**src/rtl/io_gpio_ctrl.sv**
```systemverilog
// GPIO pad controller: registered pad outputs, synchronized and debounced pad inputs,
// per-pin sticky edge interrupts with write-1-to-clear.
module io_gpio_ctrl #(
  parameter int unsigned PIN_NUM = 8,
  parameter int unsigned DEB_W   = 8
) (
  input  logic               clk_i,
  input  logic               rst_n_i,
  input  logic [PIN_NUM-1:0] out_i,
  input  logic [PIN_NUM-1:0] oe_i,
  input  logic [DEB_W-1:0]   deb_thr_i,
  input  logic [PIN_NUM-1:0] rise_en_i,
  input  logic [PIN_NUM-1:0] fall_en_i,
  input  logic [PIN_NUM-1:0] irq_clr_i,
  output logic [PIN_NUM-1:0] c2p_o,
  output logic [PIN_NUM-1:0] c2p_en_o,
  input  logic [PIN_NUM-1:0] p2c_i,
  output logic [PIN_NUM-1:0] in_o,
  output logic [PIN_NUM-1:0] irq_pend_o,
  output logic               irq_o
);

  logic [PIN_NUM-1:0] c2p_q, c2p_en_q;
  logic [PIN_NUM-1:0] sync1_q, sync2_q;
  logic [PIN_NUM-1:0] filt_q, filt_d, filt_prev_q;
  logic [PIN_NUM-1:0] pend_q, pend_d;
  logic [PIN_NUM-1:0] rise, fall;
  logic [PIN_NUM-1:0][DEB_W-1:0] cnt_q, cnt_d;
  logic [DEB_W-1:0] eff_thr;

  // A zero threshold would never let cnt+1 fall short of it; treat it as one cycle.
  assign eff_thr = (deb_thr_i == '0) ? DEB_W'(1) : deb_thr_i;

  always_comb begin
    filt_d = filt_q;
    cnt_d  = cnt_q;
    for (int i = 0; i < int'(PIN_NUM); i++) begin
      if (sync2_q[i] == filt_q[i]) begin
        cnt_d[i] = '0;
      end else if (({1'b0, cnt_q[i]} + (DEB_W + 1)'(1)) >= {1'b0, eff_thr}) begin
        filt_d[i] = sync2_q[i];
        cnt_d[i]  = '0;
      end else begin
        cnt_d[i] = cnt_q[i] + DEB_W'(1);
      end
    end
  end

  // Edges are seen the cycle after filt moves, so pending lands one cycle later still.
  assign rise   = filt_q & ~filt_prev_q;
  assign fall   = ~filt_q & filt_prev_q;
  assign pend_d = (rise & rise_en_i) | (fall & fall_en_i) | (pend_q & ~irq_clr_i);

  always_ff @(posedge clk_i or negedge rst_n_i) begin
    if (!rst_n_i) begin
      c2p_q       <= '0;
      c2p_en_q    <= '0;
      sync1_q     <= '0;
      sync2_q     <= '0;
      filt_q      <= '0;
      filt_prev_q <= '0;
      cnt_q       <= '0;
      pend_q      <= '0;
    end else begin
      c2p_q       <= out_i;
      c2p_en_q    <= oe_i;
      sync1_q     <= p2c_i;
      sync2_q     <= sync1_q;
      filt_q      <= filt_d;
      filt_prev_q <= filt_q;
      cnt_q       <= cnt_d;
      pend_q      <= pend_d;
    end
  end

  assign c2p_o      = c2p_q;
  assign c2p_en_o   = c2p_en_q;
  assign in_o       = filt_q;
  assign irq_pend_o = pend_q;
  assign irq_o      = |pend_q;

endmodule

```
**config.mk**
```make
export PLATFORM = sky130hd
export DESIGN_NAME = io_gpio_ctrl
export DESIGN_NICKNAME = d
export VERILOG_FILES = /design/src/rtl/io_gpio_ctrl.sv
export SDC_FILE = /design/constraint.sdc
export NUM_CORES = 1
export LEC_CHECK = 0
export ABC_AREA = 1
export CORE_MARGIN = 8
export CORE_UTILIZATION = 30
export DETAILED_ROUTE_END_ITERATION = 6
export GPL_TIMING_DRIVEN = 0
export PLACE_DENSITY = 0.47
export SLEW_MARGIN = 25
export SYNTH_ARGS = -nofsm -noshare
export SYNTH_HDL_FRONTEND = slang
export SYNTH_SLANG_ARGS = --single-unit
```
**constraint.sdc**
```tcl
create_clock -name clk_i -period 2 [get_ports clk_i]
set_input_delay 0.6 -clock clk_i [delete_from_list [all_inputs] [get_ports clk_i]]
set_output_delay 0.6 -clock clk_i [all_outputs]
set_load 0.02 [all_outputs]
```
==> impl_metrics.toml <==
[sta]
fin_ws_ns = -0.2333
finalSetupTns_ns = -6.747
worst_pin_slew_ns = 0.6702
hold_viol_final = 0
rsz0062_at_grt = "yes"
setup_violations = 73
slew_viol_final = 0
fin_crit_sh_pct = 111.7
fmax_ghz = 0.4478
maxSlewHeadroom_pct = 55.17
min_period_ns = 2.233
skew_ns = 0.007104

[place]
dp_hpwl_mm = 10.55
gp_congestion = 0.7581
place_area_um2 = 7740
portBuffers = 89

[power_and_ir_drop]
leakagePower_nw = 4.550
power_density_nw_per_um2 = 1031
swShare_pct = 34.12
p_int_mw = 6.329
p_seq_share_pct = 34.8
power_frac_clock_pct = 33.6
combPwrFrac_pct = 31.7
p_switching_mw = 3.277
peakVddDrop_v = 0.0005233

[logic_synthesis]
yosysWarnings = 0
synth_cells = 740
synth-seq-area-share_pct = 46.89
ys_seq_elements = 120
synth_cell_type_count = 29
syn_area_um2 = 6404
synth_nets = 855
syn_area_per_cell_um2 = 8.654

[critical_path]
worstSetupPathType = "in -> reg"
crit_path_end_kind = "flop"
path_max_fanout = 7
arrival_ns = 2.55
worstPathRequired_ns = 2.31
startpoint_type = "input pin"

[die]
rows = 53
dieArea_um2 = 26280
start_util_pct = 30.46
core_um2 = 21020
fp.dieW_um = 162.1
io_pins = 91
die_h_um = 162.1

[clocking]
clkLatencyLatePin_ns = 0.42
clockRootBuffer = "clkbuf_16"
clock-sinks = 120
clk_pin_slew_ns = 0.06
numCtsBuffers = 17
cts_max_level = 4
clk_path_buf_depth = 2
cts_tree = "built"

[global_routing]
grt_pass1_wl_mm = 25.43
grt_antenna_before_repair = 0
grt_max_degree = 75
grt.met2_usage_pct = 20.62
met3_usage_pct = 4.176
grt_pass1_vias = 4995
busiest_layer = "met2"
overflow = 0
gr-usage-all-layers_pct = 12.35
grt_util_met1_pct = 14.70

[worst_hold_path]
hold_path.class = "in -> async"

[run_status]
status = "complete, but fails checks"
failed_checks = "negative setup slack"

[route]
drc = 0
postRouteAntennaNets = 0
wirelength_mm = 16.24
vias = 5098
routedWlPerCell_um = 13.89
dr.pass1.iters = 4
viasPerCell = 4.361
drt_iter0_drc = 212

[finish]
final_cell_mix = "nand2_1 (155), dfrtp_1 (115), inv_1 (92)"
synthToLayoutAreaGrowth_pct = 45.51
nets = 996
drive_above_1_share_pct = 26.17
final_common_cell = "nand2_1"
design_area_um2 = 9318
antennaDiodeCount = 0

[job]
drv_cap = 0
stage by stage:
stage	utilization, %	hold WS (ns)	power, mW	std cells	setup slack [ns]
6_report	44.32	0.1310	9.606	1169	-0.2333
4_1_cts	40.33	0.1578	9.141	1143	-0.2546
3_3_place_gp	36.66	0.3332	5.793	1104	-4.802
3_5_place_dp	36.82	0.3347	5.819	1105	-1.343
2_1_floorplan	-	0.3044	4.799	740	-0.2878
5_1_grt	44.32	0.1796	10.29	1169	-0.3291
cells in the mapped netlist (all sizes together):
cell    number  area share, %
o211ai       8           0.94
xnor2       11            1.5
buf          2           0.16
nand3       61            5.3
and3         2           0.20
nand4        2           0.20
nor2       105            6.3
nor4         3           0.29
dfrtp      120             47
nand2      179             11
or2          5           0.49
a21boi       7           0.82
nand2b       2           0.20
inv        101            5.9
nand3b       8           0.94
xor2        27            3.7
a31oi        5           0.49
o21bai       7            1.1
a41o         1           0.16
o21ai        5           0.39
clkinv       1          0.059
ha          57             11
a21oi       21            1.6
layout make-up:
type	instances	area [um2]
plain buffers	2	26.28
inverters	102	392.9
well taps	275	344.1
clock inverters	10	142.6
flip-flops and latches	120	3009
fillers	2034	11700
clock buffers	22	474.2
multi-input cells	518	3765
repair buffers	120	1164
routing by layer:
metal	share of wire [%]	wire, um
met2	51	8257
met5	0	0
met3	4.6	747
met1	44	7080
met4	0.95	155
power groups by stage:
stage               Combinational (mW)  Clock [mW]  Sequential, mW
finish                            3.04        3.22            3.34
global route                      3.44        3.43            3.42
CTS                               2.48        3.33            3.32
detailed placement                2.47           0            3.35
global placement                  2.46           0            3.34
floorplan                         1.39           0            3.41
timing repair:
action	in CTS	in global routing
setup endpoints to repair	89	83
pin swaps	18	48
buffers inserted	6	24
resized for setup	58	171
hold buffers	0	0
cloned	0	2
registers in the layout (all words and copies together) (netlist names):
signal and flops:
in_o 8, irq_pend_o 8, sync1_q 8, c2p_en_o 8, cnt_q 64, c2p_o 8, filt_prev_q 8, sync2_q 8
logic make-up (layout without fill, tap and decap cells):
| logic type | Yosys count | in the layout | synth area share (%) |
|---|---|---|---|
| flip-flops | 120 | 120 | 46.89 |
| AO/OA/AOI/OAI | 54 | 54 | 5.549 |
| adder cells (fa/ha/maj) | 57 | 57 | 11.14 |
| buffers and inverters | 104 | 256 | 6.135 |
| XOR/XNOR | 38 | 38 | 5.197 |
| AND/OR/NAND/NOR | 367 | 369 | 25.09 |
final timing paths:
check,startpoint,endpoint,slack (ns),cells past startpoint
worst max-delay path,deb_thr_i[1],in_o[1]$_DFFE_PN0P_,-0.23,16
worst min-delay path,rst_n_i,c2p_en_o[3]$_DFF_PN0_,0.13,1
worst max register to register,cnt_q[8]$_DFF_PN0_,in_o[1]$_DFFE_PN0P_,-0.15,13
worst min register to register,sync1_q[7]$_DFF_PN0_,sync2_q[7]$_DFF_PN0_,0.35,0
max in group asynchronous,rst_n_i,cnt_q[56]$_DFF_PN0_,1.21,2
min in group clk_i,sync1_q[7]$_DFF_PN0_,sync2_q[7]$_DFF_PN0_,0.35,0
critical path, stage by stage:
cell,delay (ns)
buf_8,0.10
nor4_4,0.26
a41o_4,0.33
buf_4,0.14
buf_6,0.09
ha_4,0.19
o21ai_2,0.10
nand3b_1,0.08
nand2_1,0.06
nand2_1,0.05
nand2_1,0.07
nand3_2,0.09
nand2_4,0.13
nand2_8,0.11
nand2_1,0.09
nand2_1,0.05
Note: power is estimated with default switching activity, not from simulation.
